==> src/rtl/seg_disp_pkg.sv <==
// seg_disp_pkg: shared constants, CTRL byte layout, FSM state type and a
// value-assembly helper for the seven-segment display controller.
// SEG_DISP_CHKSUM_EN adds the CHK state for the optional checksum byte.
package seg_disp_pkg;

  // Frame header and largest value the six-digit display can show
  localparam logic [7:0]  HDR_BYTE = 8'hA5;
  localparam logic [19:0] MAX_VAL  = 20'd999999;

  // CTRL byte layout
  localparam int CTRL_SIGN_BIT  = 7;
  localparam int CTRL_RSVD_BIT  = 6;
  localparam int CTRL_POINT_MSB = 5;
  localparam int CTRL_POINT_LSB = 0;

  // Receive FSM states; each accepted byte advances one state
  typedef enum logic [2:0] {
    ST_IDLE,
    ST_CTRL,
    ST_V2,
    ST_V1,
    ST_V0,
`ifdef SEG_DISP_CHKSUM_EN
    ST_CHK,
`endif
    ST_COMMIT
  } state_e;

  // Joins the three value bytes; only the low nibble of V2 carries value bits
  function automatic logic [19:0] frame_value(input logic [3:0] v2_lo,
                                              input logic [7:0] v1,
                                              input logic [7:0] v0);
    return {v2_lo, v1, v0};
  endfunction

endpackage

==> src/rtl/seg_us_tick.sv <==
// seg_us_tick: divides the system clock down to a one-cycle-wide 1 us tick.
// CLK_FREQ must be an integer multiple of 1 MHz; at exactly 1 MHz the tick
// is high every cycle.
module seg_us_tick #(
  parameter int CLK_FREQ = 50_000_000
) (
  input  logic clk_i,
  input  logic rst_n_i,
  output logic tick_o
);

  localparam int            DIV  = CLK_FREQ / 1_000_000;
  localparam int            CW   = (DIV > 1) ? $clog2(DIV) : 1;
  localparam logic [CW-1:0] LAST = CW'(DIV - 1);

  logic [CW-1:0] cnt_q;
  logic [CW-1:0] cnt_d;

  // Free-running modulo-DIV counter that wraps on the tick cycle
  always_comb begin
    cnt_d = cnt_q + 1'b1;
    if (cnt_q == LAST) begin
      cnt_d = '0;
    end
  end

  // Divider counter register
  always_ff @(posedge clk_i or negedge rst_n_i) begin
    if (!rst_n_i) begin
      cnt_q <= '0;
    end else begin
      cnt_q <= cnt_d;
    end
  end

  assign tick_o = (cnt_q == LAST);

endmodule

==> src/rtl/seg_disp_ctrl.sv <==
// seg_disp_ctrl: parses framed RS485 bytes into a validated display word,
// holds the last good frame and blanks the display when the link goes quiet.
// Define SEG_DISP_CHKSUM_EN for the 6-byte frame with an XOR checksum byte;
// without it the frame is 5 bytes and validation runs on V0.
module seg_disp_ctrl #(
  parameter int CLK_FREQ   = 50_000_000,
  parameter int BYTE_TO_US = 2000,
  parameter int HOLD_MS    = 3000
) (
  input  logic        sys_clk,
  input  logic        sys_rst_n,
  input  logic        rx_valid,
  input  logic [7:0]  rx_data,
  output logic [19:0] data,
  output logic [5:0]  point,
  output logic        sign,
  output logic        en,
  output logic        frame_ok,
  output logic [7:0]  err_cnt
);

  import seg_disp_pkg::*;

  localparam int            HOLD_US   = HOLD_MS * 1000;
  localparam int            BW        = $clog2(BYTE_TO_US + 1);
  localparam int            HW        = (HOLD_US > 0) ? $clog2(HOLD_US + 1) : 1;
  localparam logic [BW-1:0] BYTE_LIM  = BW'(BYTE_TO_US);
  localparam logic [BW-1:0] BYTE_LAST = BW'(BYTE_TO_US - 1);
  localparam logic [HW-1:0] HOLD_LAST = HW'((HOLD_US > 0) ? HOLD_US - 1 : 0);
  localparam logic          HOLD_EN   = (HOLD_MS != 0);

  state_e        state_q, state_d;

  logic [7:0]    ctrl_q, v2_q, v1_q, v0_q;
  logic [BW-1:0] byte_cnt_q, byte_cnt_d;
  logic [HW-1:0] hold_cnt_q, hold_cnt_d;

  logic [19:0]   data_q, data_d;
  logic [5:0]    point_q, point_d;
  logic          sign_q, sign_d;
  logic          en_q, en_d;
  logic          frame_ok_q, frame_ok_d;
  logic [7:0]    err_q, err_d;

  logic          us_tick;
  logic          in_frame;
  logic          byte_to;
  logic          hold_to;

  logic [7:0]    last_v0;
  logic          chk_ok;
  logic [19:0]   cand_value;
  logic          frame_valid;

  logic          cap_ctrl, cap_v2, cap_v1, cap_v0;
  logic          last_byte;
  logic          commit;
  logic          reject;
  logic          err_inc;

  seg_us_tick #(
    .CLK_FREQ(CLK_FREQ)
  ) u_us_tick (
    .clk_i  (sys_clk),
    .rst_n_i(sys_rst_n),
    .tick_o (us_tick)
  );

  // Byte timeout only guards the inside of a frame, and a byte in the same
  // cycle always wins over the timeout
  assign in_frame = (state_q != ST_IDLE) && (state_q != ST_COMMIT);
  assign byte_to  = in_frame && us_tick && !rx_valid && (byte_cnt_q == BYTE_LAST);
  assign hold_to  = HOLD_EN && en_q && us_tick && (hold_cnt_q == HOLD_LAST);

  // Frame validation, evaluated against the byte arriving in the final state
  always_comb begin
`ifdef SEG_DISP_CHKSUM_EN
    last_v0 = v0_q;
    chk_ok  = (rx_data == (ctrl_q ^ v2_q ^ v1_q ^ v0_q));
`else
    last_v0 = rx_data;
    chk_ok  = 1'b1;
`endif
    cand_value  = frame_value(v2_q[3:0], v1_q, last_v0);
    frame_valid = (cand_value <= MAX_VAL) &&
                  !ctrl_q[CTRL_RSVD_BIT] &&
                  (v2_q[7:4] == 4'h0) &&
                  chk_ok;
  end

  // FSM state register
  always_ff @(posedge sys_clk or negedge sys_rst_n) begin
    if (!sys_rst_n) begin
      state_q <= ST_IDLE;
    end else begin
      state_q <= state_d;
    end
  end

  // FSM next-state: one state per byte, no resync on a header inside a frame
  always_comb begin
    state_d = state_q;
    case (state_q)
      ST_IDLE: begin
        if (rx_valid && (rx_data == HDR_BYTE)) state_d = ST_CTRL;
      end
      ST_CTRL: begin
        if (rx_valid)     state_d = ST_V2;
        else if (byte_to) state_d = ST_IDLE;
      end
      ST_V2: begin
        if (rx_valid)     state_d = ST_V1;
        else if (byte_to) state_d = ST_IDLE;
      end
      ST_V1: begin
        if (rx_valid)     state_d = ST_V0;
        else if (byte_to) state_d = ST_IDLE;
      end
`ifdef SEG_DISP_CHKSUM_EN
      ST_V0: begin
        if (rx_valid)     state_d = ST_CHK;
        else if (byte_to) state_d = ST_IDLE;
      end
      ST_CHK: begin
        if (rx_valid)     state_d = frame_valid ? ST_COMMIT : ST_IDLE;
        else if (byte_to) state_d = ST_IDLE;
      end
`else
      ST_V0: begin
        if (rx_valid)     state_d = frame_valid ? ST_COMMIT : ST_IDLE;
        else if (byte_to) state_d = ST_IDLE;
      end
`endif
      ST_COMMIT: begin
        state_d = (rx_valid && (rx_data == HDR_BYTE)) ? ST_CTRL : ST_IDLE;
      end
      default: state_d = ST_IDLE;
    endcase
  end

  // FSM outputs: byte capture strobes, commit and error events
  always_comb begin
    cap_ctrl  = 1'b0;
    cap_v2    = 1'b0;
    cap_v1    = 1'b0;
    cap_v0    = 1'b0;
    last_byte = 1'b0;
    commit    = 1'b0;
    case (state_q)
      ST_CTRL:   cap_ctrl = rx_valid;
      ST_V2:     cap_v2   = rx_valid;
      ST_V1:     cap_v1   = rx_valid;
`ifdef SEG_DISP_CHKSUM_EN
      ST_V0:     cap_v0    = rx_valid;
      ST_CHK:    last_byte = rx_valid;
`else
      ST_V0: begin
        cap_v0    = rx_valid;
        last_byte = rx_valid;
      end
`endif
      ST_COMMIT: commit = 1'b1;
      default: ;
    endcase
    reject  = last_byte && !frame_valid;
    err_inc = reject || byte_to;
  end

  // Frame byte capture, held until the commit cycle copies them out
  always_ff @(posedge sys_clk or negedge sys_rst_n) begin
    if (!sys_rst_n) begin
      ctrl_q <= '0;
      v2_q   <= '0;
      v1_q   <= '0;
      v0_q   <= '0;
    end else begin
      if (cap_ctrl) ctrl_q <= rx_data;
      if (cap_v2)   v2_q   <= rx_data;
      if (cap_v1)   v1_q   <= rx_data;
      if (cap_v0)   v0_q   <= rx_data;
    end
  end

  // Timer next-state: byte gap restarts on every byte, hold restarts on commit
  always_comb begin
    byte_cnt_d = byte_cnt_q;
    if (rx_valid) begin
      byte_cnt_d = '0;
    end else if (us_tick && (byte_cnt_q != BYTE_LIM)) begin
      byte_cnt_d = byte_cnt_q + 1'b1;
    end

    hold_cnt_d = hold_cnt_q;
    if (commit) begin
      hold_cnt_d = '0;
    end else if (HOLD_EN && en_q && us_tick && (hold_cnt_q != HOLD_LAST)) begin
      hold_cnt_d = hold_cnt_q + 1'b1;
    end
  end

  // Timer registers
  always_ff @(posedge sys_clk or negedge sys_rst_n) begin
    if (!sys_rst_n) begin
      byte_cnt_q <= '0;
      hold_cnt_q <= '0;
    end else begin
      byte_cnt_q <= byte_cnt_d;
      hold_cnt_q <= hold_cnt_d;
    end
  end

  // Display word next-state: load on commit, blank on hold expiry, count errors
  always_comb begin
    data_d     = data_q;
    point_d    = point_q;
    sign_d     = sign_q;
    en_d       = en_q;
    frame_ok_d = commit;
    err_d      = err_q;
    if (commit) begin
      data_d  = frame_value(v2_q[3:0], v1_q, v0_q);
      point_d = ctrl_q[CTRL_POINT_MSB:CTRL_POINT_LSB];
      sign_d  = ctrl_q[CTRL_SIGN_BIT];
      en_d    = 1'b1;
    end else if (hold_to) begin
      en_d    = 1'b0;
    end
    if (err_inc && (err_q != 8'hFF)) begin
      err_d = err_q + 8'd1;
    end
  end

  // Display word and status registers
  always_ff @(posedge sys_clk or negedge sys_rst_n) begin
    if (!sys_rst_n) begin
      data_q     <= '0;
      point_q    <= '0;
      sign_q     <= 1'b0;
      en_q       <= 1'b0;
      frame_ok_q <= 1'b0;
      err_q      <= '0;
    end else begin
      data_q     <= data_d;
      point_q    <= point_d;
      sign_q     <= sign_d;
      en_q       <= en_d;
      frame_ok_q <= frame_ok_d;
      err_q      <= err_d;
    end
  end

  assign data     = data_q;
  assign point    = point_q;
  assign sign     = sign_q;
  assign en       = en_q;
  assign frame_ok = frame_ok_q;
  assign err_cnt  = err_q;

endmodule

==> config.mk <==
export PLATFORM = sky130hd
export DESIGN_NAME = seg_disp_ctrl
export DESIGN_NICKNAME = d
export VERILOG_FILES = /design/src/rtl/seg_disp_pkg.sv /design/src/rtl/seg_us_tick.sv /design/src/rtl/seg_disp_ctrl.sv
export SDC_FILE = /design/constraint.sdc
export NUM_CORES = 1
export LEC_CHECK = 0
export ABC_AREA = 1
export ABC_CLOCK_PERIOD_IN_PS = 1800
export BUFFER_PORTS_ARGS = -buffer_cell sky130_fd_sc_hd__buf_2
export CAP_MARGIN = 0
export CORE_MARGIN = 1.5
export CORE_UTILIZATION = 45
export CTS_CLUSTER_SIZE = 28
export DETAILED_ROUTE_END_ITERATION = 10
export SLEW_MARGIN = 40
export SYNTH_ARGS = -nofsm -noshare
export SYNTH_HDL_FRONTEND = slang
export SYNTH_SLANG_ARGS = --single-unit
==> constraint.sdc <==
create_clock -name sys_clk -period 1.8 [get_ports sys_clk]
set_input_delay 0.36 -clock sys_clk [delete_from_list [all_inputs] [get_ports sys_clk]]
set_output_delay 0.36 -clock sys_clk [all_outputs]
set_load 0.005 [all_outputs]
==> flow_metrics.env, run 1 <==
export IMPL_period_needed_ns=1.70
export IMPL_grt_max_degree=35
export IMPL_placed_area_um2=5840
export IMPL_antenna_found_initial=0
export IMPL_power_density_nw_per_um2=766
export IMPL_end_kind="register"
export IMPL_clkLatencyLatePin_ns=0.36
export IMPL_netlist_area_um2=5330
export IMPL_antenna_cells=0
export IMPL_syn_num_nets=681
export IMPL_grt_pass1_vias=4413
export IMPL_dp_slack_ns=0.0591
export IMPL_gp_congestion=0.878
export IMPL_hold_path_class="input port to register"
export IMPL_synth_avg_cell_area_um2=8.03
export IMPL_r2r_cells=8
export IMPL_cp_start_kind="register"
export IMPL_die_w_um=112
export IMPL_clock_skew_ns=0.0115
export IMPL_status="complete, no violations"
export IMPL_cts_buffer_depth=2
export IMPL_routed_via_density=5.02
export IMPL_p_leak_nw=3.18
export IMPL_drt_iter0_markers=208
export IMPL_clock_sinks=111
export IMPL_reg2reg_from="hold_cnt_q[1]$_DFFE_PN0P_"
export IMPL_cts_tree="yes"
export IMPL_setup_viol=0
export IMPL_final_max_slew_violation_count=0
export IMPL_synth_cells=664
export IMPL_ys_ff_latch=111
export IMPL_cp_data_arrival_time_ns=1.94
export IMPL_slew_headroom_pct=64.3
export IMPL_io_pins=48
export IMPL_cts_buffers_inserted=9
export IMPL_drive_above_1_share_pct=17.0
export IMPL_crit_path_end="hold_cnt_q[2]$_DFFE_PN0P_"
export IMPL_wire_per_inst_um=13.8
export IMPL_reg2reg_to="hold_cnt_q[2]$_DFFE_PN0P_"
export IMPL_die_y_um=112
export IMPL_yosys_warnings=0
export IMPL_cts_root_buf="clkbuf_16"
export IMPL_fmaxAchievable_mhz=588
export IMPL_drt_wl_total_um=12200
export IMPL_fin_nets=752
export IMPL_hpwl_um=8700
export IMPL_port_buffers=47
export IMPL_dr_pass1_iters=4
export IMPL_ant_nets=0
export IMPL_ff2ff_setup_slack_ns=0.1
export IMPL_rsz0062_at_grt="yes"
export IMPL_syn_to_final_growth_pct=18.3
export IMPL_synthDistinctLibCells=29
export IMPL_crit_fanout=7
export IMPL_vias=4431
export IMPL_die_area_um2=12500
export IMPL_crit_type="register to register"
export IMPL_clkSlewWorstSetupHoldPaths_ns=0.07
export IMPL_grt_use_total_pct=20.6
export IMPL_critPathRequiredTime_ns=2.04
export IMPL_fin_crit_sh_pct=94.5
export IMPL_num_rows=39
export IMPL_p_total_w=0.00483
export IMPL_tightest_slew_ns=0.534
export IMPL_cap_violations=0
export IMPL_peakVddDrop_v=0.000824
export IMPL_tns_ns=0
export IMPL_finish_instance_area_um2=6310
export IMPL_ys_seq_area_share_pct=52.1
export IMPL_grt_pass1_wl_um=20500
export IMPL_grt_ovfl_total=0
export IMPL_htree_levels=3
export IMPL_hold_viol_final=0
export IMPL_drc=0
export IMPL_core_area_um2=11500
export IMPL_initial_core_util_pct=46.5
export IMPL_cp_startpoint="hold_cnt_q[1]$_DFFE_PN0P_"
export IMPL_setup_ws_ns=0.0990
-- cell families (layout without fill, tap and decap cells) --
family                   after synthesis  after routing  share of synthesized area [%]
buffers and inverters                 84            159                           6.55
AND/OR/NAND/NOR                      362            363                           28.7
flip-flops                           111            111                           52.1
adder cells (fa/ha/maj)                6              6                           1.41
AO/OA/AOI/OAI                         79             79                           7.65
XOR/XNOR                              22             22                           3.61
-- flip-flops by register name, indices dropped and copies added, names as in the netlist, 3 cells and up --
signal           count
hold_cnt_q          22
data                20
byte_cnt_q          11
ctrl_q               8
err_cnt              8
v0_q                 8
v1_q                 8
v2_q                 8
point                6
u_us_tick.cnt_q      6
state_q              3
-- worst min-delay path by stage --
| stage | start | endpoint | slack [ns] | depth (start not counted) |
|---|---|---|---|---|
| 2_1_floorplan | sys_rst_n | byte_cnt_q[0]$_DFFE_PN0P_ | 0.06 | 0 |
| 6_report | rx_data[4] | ctrl_q[4]$_DFFE_PN0P_ | 0.33 | 3 |
| 3_3_place_gp | sys_rst_n | frame_ok$_DFF_PN0_ | 0.26 | 1 |
| 3_5_place_dp | sys_rst_n | frame_ok$_DFF_PN0_ | 0.26 | 1 |
| 4_1_cts | rx_data[4] | ctrl_q[4]$_DFFE_PN0P_ | 0.33 | 3 |
| 5_1_grt | rx_data[4] | v2_q[4]$_DFFE_PN0P_ | 0.35 | 3 |
-- stage by stage --
| step | utilization, % | instances | hold WS [ns] |
|---|---|---|---|
| after floorplan | - | 664 | 0.0644 |
| after global placement | 50.9 | 858 | 0.264 |
| after detailed placement | 50.9 | 858 | 0.260 |
| after CTS | 53.5 | 875 | 0.331 |
| after global routing | 55.0 | 883 | 0.354 |
| final | 55.0 | 883 | 0.334 |
-- cell usage after synthesis --
cell,n,area [um^2]
nand2_4,1,11.3
nor4_1,3,18.8
inv_2,4,15.0
and3_1,2,12.5
nor3_4,1,16.3
nand3_1,44,220
nand3b_1,1,7.51
xor2_1,18,158
a21oi_1,10,50.1
nand2_1,217,815
a31oi_1,1,6.26
nor3_2,2,20.0
dfrtp_1,111,2780
nor3b_2,1,12.5
o21ai_1,8,40.0
inv_4,1,6.26
clkbuf_1,13,48.8
xnor2_1,4,35.0
buf_6,4,45.0
buf_2,1,5.00
nand3_2,1,10.0
ha_1,6,75.1
o21ai_0,57,285
o21ai_2,3,26.3
nor2_1,62,233
nand4_1,10,62.6
nor3_1,13,65.1
inv_1,61,229
nand2_2,4,25.0
-- final cells by class --
class	count	area [um^2]
inverter	66	256
tap	143	179
clock buffer	9	225
sequential	111	2780
fill	1091	5160
timing repair buffer	77	494
multi-input combinational	470	2320
clock inverter	7	55.1
-- report_power, final --
group	switching, W	total [W]	leakage, nW	internal, W
clock network	0.000954	0.00191	0.133	0.000954
logic	0.000193	0.000299	1.51	0.000107
registers	0.0000462	0.00262	1.53	0.00258
total	0.00119	0.00483	3.18	0.00364
-- worst max-delay path: stages (launching register included) --
cell,delay (ns)
dfrtp_1,0.40
ha_4,0.17
nand2_2,0.08
nor3b_4,0.23
nand3_2,0.14
nand2_4,0.15
clkinvlp_4,0.20
a21oi_2,0.18
nor2_1,0.05
-- placed cells by master, fill, tap and decap left out, types with 3 or more instances in the layout --
cell type / instances
buf_4: 27
inv_6: 4
nand2_2: 7
o21ai_2: 3
o21ai_0: 57
clkinvlp_4: 3
ha_1: 5
nand2_1: 211
clkbuf_16: 9
nor2_1: 60
buf_2: 46
inv_2: 4
nand2_4: 4
nand4_1: 10
nor3_4: 3
inv_1: 60
xnor2_1: 4
nand3_2: 4
xor2_1: 18
a21oi_1: 9
o21ai_1: 8
nor4_1: 3
nand3_1: 41
nor3_1: 12
dfrtp_1: 111
-- what timing repair did --
action | CTS | global route
hold endpoints to repair | 13 | 0
endpoints found under the setup margin | 0 | 36
hold buffers | 1 | 0
gates resized for setup | 0 | 27
setup buffers | 0 | 7
-- routing by layer --
layer	vias to the layer above	routed length [um]	global-route usage (%)	part of all wire, %
met4	0	163	5.99	1.3
met3	8	481	5.28	3.9
met1	2092	5840	27.7	48
met5	-	0	0	0
li1	2249	-	-	-
met2	82	5710	32.9	47
Power figures use the tool's default switching activity.
==> run 2, diff against run 1 <==
--- a/config.mk
+++ b/config.mk
@@ -16,4 +16,5 @@
 export SLEW_MARGIN = 40
 export SYNTH_ARGS = -nofsm -noshare
 export SYNTH_HDL_FRONTEND = slang
+export SYNTH_HIERARCHICAL = 1
 export SYNTH_SLANG_ARGS = --single-unit
==> flow_metrics.env, run 2 <==
export IMPL_cts_tree="yes"
export IMPL_final_max_slew_violation_count=0
export IMPL_synth_area_leaders="dfrtp_1 51%, nand2_1 14%, o21ai_0 5.2%"
export IMPL_fin_nets=750
export IMPL_pwr_share_comb_pct=25.9
export IMPL_hold_path_class="input port to register"
export IMPL_async_flop_share_pct=100
export IMPL_p_leak_nw=3.17
export IMPL_hold_path_depth=3
export IMPL_antenna_cells=0
export IMPL_rsz0062_at_grt="yes"
export IMPL_p_int_w=0.00507
export IMPL_vias=4510
export IMPL_setup_viol=0
export IMPL_gp_congestion=0.874
export IMPL_crit_fanout=6
export IMPL_critPathRequiredTime_ns=2.04
export IMPL_hpwl_um=9210
export IMPL_routed_via_density=5.12
export IMPL_htree_levels=3
export IMPL_syn_to_final_growth_pct=18.3
export IMPL_clock_sinks=111
export IMPL_drt_iter0_markers=274
export IMPL_die_area_um2=12700
export IMPL_die_w_um=113
export IMPL_yosysMostFrequentCell="nand2_1"
export IMPL_drive_above_1_share_pct=19.0
export IMPL_grt_use_total_pct=21.8
export IMPL_clock_skew_ns=0.00817
export IMPL_synth_top_area_cell="dfrtp_1"
export IMPL_drt_wl_total_um=12600
export IMPL_yosys_top_cells_count="201 x nand2_1, 111 x dfrtp_1, 65 x inv_1"
export IMPL_setup_ws_ns=0.0700
export IMPL_syn_num_nets=682
export IMPL_clkPwrFrac_pct=27.5
export IMPL_clkSlewWorstSetupHoldPaths_ns=0.08
export IMPL_cts_root_buf="clkbuf_16"
export IMPL_fmaxAchievable_mhz=578
export IMPL_synth_edf_count=0
export IMPL_core_area_um2=11600
export IMPL_ys_seq_area_share_pct=51.1
export IMPL_cp_start_kind="register"
export IMPL_r2r_cells=11
export IMPL_clkLatencyLatePin_ns=0.35
export IMPL_seqCellArea_um2=2780
export IMPL_ys_ff_latch=111
export IMPL_io_pins=48
export IMPL_end_kind="register"
export IMPL_cap_violations=0
export IMPL_yosysTopAreaCellShare_pct=51.1
export IMPL_hold_viol_final=0
export IMPL_synthDistinctLibCells=36
export IMPL_fillers=1108
export IMPL_wire_per_inst_um=14.3
export IMPL_p_sw_w=0.00254
export IMPL_largest_register_ffs=22
export IMPL_dp_slack_ns=0.0118
export IMPL_tns_ns=0
export IMPL_peakVddDrop_v=0.000542
export IMPL_num_rows=39
export IMPL_dr_pass1_iters=5
export IMPL_ant_nets=0
export IMPL_antenna_found_initial=0
export IMPL_pwr_share_seq_pct=46.6
export IMPL_mostFrequentLayoutCell="nand2_1"
export IMPL_cts_buffers_inserted=9
export IMPL_grt_ovfl_total=0
export IMPL_yosys_most_used_dff="dfrtp_1"
export IMPL_initial_core_util_pct=46.8
export IMPL_yosys_warnings=6
export IMPL_layout_common_cells="200 x nand2_1, 110 x dfrtp_1, 63 x inv_1"
export IMPL_crit_type="register to register"
export IMPL_multi_input_area_um2=2380
export IMPL_slew_headroom_pct=63.8
export IMPL_period_needed_ns=1.73
export IMPL_grt_pass1_wl_um=22000
export IMPL_utilization_pct=55.3
export IMPL_netlist_area_um2=5430
export IMPL_swShare_pct=33.4
export IMPL_synth_avg_cell_area_um2=8.17
export IMPL_grt_pass1_vias=4517
export IMPL_synth_cells=665
export IMPL_cp_data_arrival_time_ns=1.97
export IMPL_port_buffers=47
export IMPL_power_density_nw_per_um2=1190
export IMPL_cts_buffer_depth=2
export IMPL_die_y_um=113
export IMPL_fin_crit_sh_pct=96.1
export IMPL_grt_max_degree=58
export IMPL_tightest_slew_ns=0.542
export IMPL_drc=0
export IMPL_top_register="hold_cnt_q"
export IMPL_status="complete, no violations"
run 2: power by group through the flow:
stage | Sequential (W) | Clock (W) | Combinational [W]
after floorplan | 0.00355 | 0 | 0.00117
after global placement | 0.00357 | 0 | 0.00186
after detailed placement | 0.00360 | 0 | 0.00192
after CTS | 0.00355 | 0.00217 | 0.00193
after global routing | 0.00364 | 0.00225 | 0.00228
final | 0.00355 | 0.00209 | 0.00198
run 2: critical path, stage by stage, from the launching register on:
cell and delay, ns:
dfrtp_1 0.41, inv_1 0.07, ha_2 0.16, nand4_1 0.11
inv_2 0.10, nand3_2 0.09, nor3_4 0.14, nand3_2 0.13
nand2_4 0.14, nand2_8 0.08, o21ai_2 0.11, nand2_1 0.06
run 2: cells by family (layout without fill, tap and decap cells):
family | after synthesis | count (layout) | synth area share [%]
xor gates and xnor gates | 17 | 17 | 2.88
and+or+nand+nor | 351 | 352 | 28.7
adders and majority gates | 6 | 6 | 1.38
buffers and inverters | 92 | 164 | 6.84
DFF | 111 | 111 | 51.1
AOI/OAI and AO/OA | 88 | 88 | 9.05
run 2: worst paths after layout:
| kind | startpoint | to | slack, ns |
|---|---|---|---|
| worst max-delay path | u_us_tick/cnt_q[1]$_DFF_PN0_ | err_cnt[3]$_DFFE_PN0P_ | 0.07 |
| worst min-delay path | rx_data[6] | v0_q[6]$_DFFE_PN0P_ | 0.27 |
| worst max register to register | u_us_tick/cnt_q[1]$_DFF_PN0_ | err_cnt[3]$_DFFE_PN0P_ | 0.07 |
| worst min register to register | point[3]$_DFFE_PN0P_ | point[3]$_DFFE_PN0P_ | 0.47 |
| max in group asynchronous | sys_rst_n | v1_q[0]$_DFFE_PN0P_ | 0.79 |
| min in group asynchronous | sys_rst_n | hold_cnt_q[13]$_DFFE_PN0P_ | 0.42 |
run 2: what timing repair did:
action                     CTS  global route
gates cloned                 0             1
setup endpoints to repair    1            31
gates resized for setup      1            29
hold buffers                 1             0
pin swaps                    0             6
setup buffers                0             3
hold endpoints to repair    15             0
run 2: through the flow:
| step | hold slack (ns) | instance area (um^2) | total power (W) | instances |
|---|---|---|---|---|
| CTS | 0.254 | 6290 | 0.00765 | 877 |
| global route | 0.273 | 6430 | 0.00817 | 881 |
| finish | 0.265 | 6430 | 0.00762 | 881 |
| detailed placement | 0.256 | 5960 | 0.00551 | 860 |
| floorplan | 0.0644 | 5430 | 0.00472 | 665 |
| global placement | 0.253 | 5960 | 0.00543 | 860 |
run 2: cell type report:
| cell class | instances | area share (%) |
|---|---|---|
| Timing Repair Buffer | 73 | 7.54 |
| Clock buffer | 10 | 3.72 |
| Sequential cell | 111 | 43.2 |
| Tap cell | 143 | 2.78 |
| Clock inverter | 6 | 1.17 |
| Multi-Input combinational cell | 463 | 37.0 |
| Inverter | 75 | 4.54 |
run 2: routing by layer:
layer / track usage [%] / routed length [um] / share of wire (%)
met1: 30.3 / 6230 / 49
met2: 35.2 / 5830 / 46
met3: 5.46 / 501 / 4.0
met4: 4.25 / 65 / 0.51
met5: 0 / 0 / 0
==> run 3, diff against run 2 <==
--- a/config.mk
+++ b/config.mk
@@ -6,14 +6,14 @@
 export NUM_CORES = 1
 export LEC_CHECK = 0
 export ABC_AREA = 1
-export ABC_CLOCK_PERIOD_IN_PS = 1800
+export ABC_CLOCK_PERIOD_IN_PS = 2200
 export BUFFER_PORTS_ARGS = -buffer_cell sky130_fd_sc_hd__buf_2
 export CAP_MARGIN = 0
 export CORE_MARGIN = 1.5
 export CORE_UTILIZATION = 45
 export CTS_CLUSTER_SIZE = 28
 export DETAILED_ROUTE_END_ITERATION = 10
-export SLEW_MARGIN = 40
+export SLEW_MARGIN = 5
 export SYNTH_ARGS = -nofsm -noshare
 export SYNTH_HDL_FRONTEND = slang
 export SYNTH_HIERARCHICAL = 1
==> constraint.sdc (replaced) <==
create_clock -name sys_clk -period 2.2 [get_ports sys_clk]
set_input_delay 0.44 -clock sys_clk [delete_from_list [all_inputs] [get_ports sys_clk]]
set_output_delay 0.44 -clock sys_clk [all_outputs]
set_load 0.005 [all_outputs]
==> flow_metrics.env, run 3 (synthesis gave the netlist of run 2 again) <==
export IMPL_status="complete, no violations"
export IMPL_hold_viol_final=0
export IMPL_peakVddDrop_v=0.000441
export IMPL_cts_hold_buf=0
export IMPL_antenna_found_initial=0
export IMPL_path_buf_inv=2
export IMPL_gp_congestion=0.896
export IMPL_grt_pass1_vias=4234
export IMPL_crit_path_cell_trace="inv_1 -> ha_1 -> nand4_1 -> inv_2 -> nand3_1 -> nor3_2 -> nand3_2 -> nand2_2 -> nand2_2 -> o21ai_2 -> nand2_1"
export IMPL_core_area_um2=11600
export IMPL_power_density_nw_per_um2=984
export IMPL_drc=0
export IMPL_wire_per_inst_um=13.9
export IMPL_htree_levels=3
export IMPL_whs_ns=0.0398
export IMPL_postCtsResizedCells=0
export IMPL_critPathSlowestCell="dfrtp_1"
export IMPL_p_leak_nw=3.05
export IMPL_grt_use_total_pct=20.2
export IMPL_cap_violations=0
export IMPL_slew_headroom_pct=62.2
export IMPL_critPathMaxStageDelay_ns=0.40
export IMPL_syn_to_final_growth_pct=13.1
export IMPL_setup_viol=0
export IMPL_swShare_pct=32.5
export IMPL_mostFrequentLayoutCell="nand2_1"
export IMPL_hpwl_um=8640
export IMPL_pwr_share_seq_pct=47.9
export IMPL_crit_type="register to register"
export IMPL_p_int_w=0.00408
export IMPL_dr_pass1_iters=5
export IMPL_num_rows=39
export IMPL_hold_path_class="input port to asynchronous set/reset pin"
export IMPL_layout_common_cells="201 x nand2_1, 111 x dfrtp_1, 65 x inv_1"
export IMPL_die_w_um=113
export IMPL_crit_fanout=11
export IMPL_tns_ns=0
export IMPL_clock_sinks=111
export IMPL_io_pins=48
export IMPL_clkLatencyLatePin_ns=0.35
export IMPL_ant_nets=0
export IMPL_final_max_slew_violation_count=0
export IMPL_clkSlewWorstSetupHoldPaths_ns=0.07
export IMPL_cts_root_buf="clkbuf_16"
export IMPL_crit_top_cell="nand2_2"
export IMPL_cts_tree="yes"
export IMPL_critPathRequiredTime_ns=2.44
export IMPL_drt_wl_total_um=12000
export IMPL_grt_ovfl_total=0
export IMPL_fin_nets=730
export IMPL_largest_register_ffs=22
export IMPL_pwr_share_comb_pct=24.3
export IMPL_top_register="hold_cnt_q"
export IMPL_cpLargestDelayFamily="simple AND/OR/NAND/NOR gates"
export IMPL_grt_pass1_wl_um=20400
export IMPL_period_needed_ns=1.94
export IMPL_end_kind="register"
export IMPL_die_area_um2=12700
export IMPL_drt_iter0_markers=259
export IMPL_die_y_um=113
export IMPL_p_sw_w=0.00196
export IMPL_rsz0062_at_grt="no"
export IMPL_port_buffers=47
export IMPL_p_total_w=0.00605
export IMPL_tightest_slew_ns=0.565
export IMPL_fin_crit_sh_pct=88.0
export IMPL_cts_buffer_depth=2
export IMPL_post_cts_buffers=0
export IMPL_routed_via_density=5.09
export IMPL_clock_skew_ns=0.0108
export IMPL_drive_above_1_share_pct=15.3
export IMPL_cp_start_kind="register"
export IMPL_grt_max_degree=41
export IMPL_cp_data_arrival_time_ns=2.17
export IMPL_clkPwrFrac_pct=27.7
export IMPL_initial_core_util_pct=46.8
export IMPL_fmaxAchievable_mhz=517
export IMPL_cts_buffers_inserted=9
export IMPL_vias=4386
## run 3: cell types whose count changed in the layout (fill, tap and decap cells not counted), moves of 2 or more
cell	delta
buf_6	-3
buf_4	-14
o21ai_0	+3
inv_1	+2
ha_1	+2
nand2_8	-3
ha_2	-2
inv_8	-2
o21ai_1	-2
## run 3: final cells by class
type | instances | area, um^2
Inverter | 75 | 282
Tap cell | 143 | 179
Antenna cell | 1 | 2.50
Multi-Input combinational cell | 462 | 2280
Clock inverter | 4 | 52.6
Fill cell | 1121 | 5470
Timing Repair Buffer | 54 | 315
Sequential cell | 111 | 2780
Clock buffer | 11 | 253
## run 3: power by group through the flow
stage                     Clock [W]  Combinational (W)  Sequential [W]
final                       0.00168            0.00147         0.00290
after global routing        0.00181            0.00171         0.00297
after CTS                   0.00174            0.00150         0.00290
after detailed placement          0            0.00150         0.00293
after global placement            0            0.00146         0.00293
after floorplan                   0           0.000959         0.00290
## run 3: metrics by stage
stage	area [um^2]	setup WS (ns)	instances	utilization (%)
after CTS	6140	0.241	860	52.9
after global routing	6140	0.0527	860	52.9
after detailed placement	5840	0.260	845	50.3
after global placement	5840	0.322	845	50.3
after floorplan	5430	0.477	665	-
final	6150	0.265	861	52.9
## run 3: final timing paths
| path | from | end | depth (start not counted) | slack [ns] |
|---|---|---|---|---|
| min reg2reg | data[11]$_DFFE_PN0P_ | data[11]$_DFFE_PN0P_ | 2 | 0.47 |
| max reg2reg | u_us_tick/cnt_q[1]$_DFF_PN0_ | err_cnt[3]$_DFFE_PN0P_ | 11 | 0.26 |
| max in group asynchronous | sys_rst_n | u_us_tick/cnt_q[5]$_DFF_PN0_ | 2 | 1.59 |
| max | u_us_tick/cnt_q[1]$_DFF_PN0_ | err_cnt[3]$_DFFE_PN0P_ | 11 | 0.26 |
| min in group sys_clk | rx_data[2] | v0_q[2]$_DFFE_PN0P_ | 3 | 0.33 |
| min | sys_rst_n | ctrl_q[4]$_DFFE_PN0P_ | 1 | 0.04 |
## run 3: worst reg2reg max path, cell delays in order (launching register included)
cell and delay [ns]:
dfrtp_1 0.40, inv_1 0.06, ha_1 0.13, nand4_1 0.16, inv_2 0.17, nand3_1 0.11, nor3_2 0.17, nand3_2 0.12
nand2_2 0.14, nand2_2 0.17, o21ai_2 0.15, nand2_1 0.05
## run 3: metal layers
layer  track usage, %  part of all wire [%]
met1             28.4                    48
met2             31.7                    46
met3             5.30                   5.5
met4             4.50                  0.64
met5                0                     0
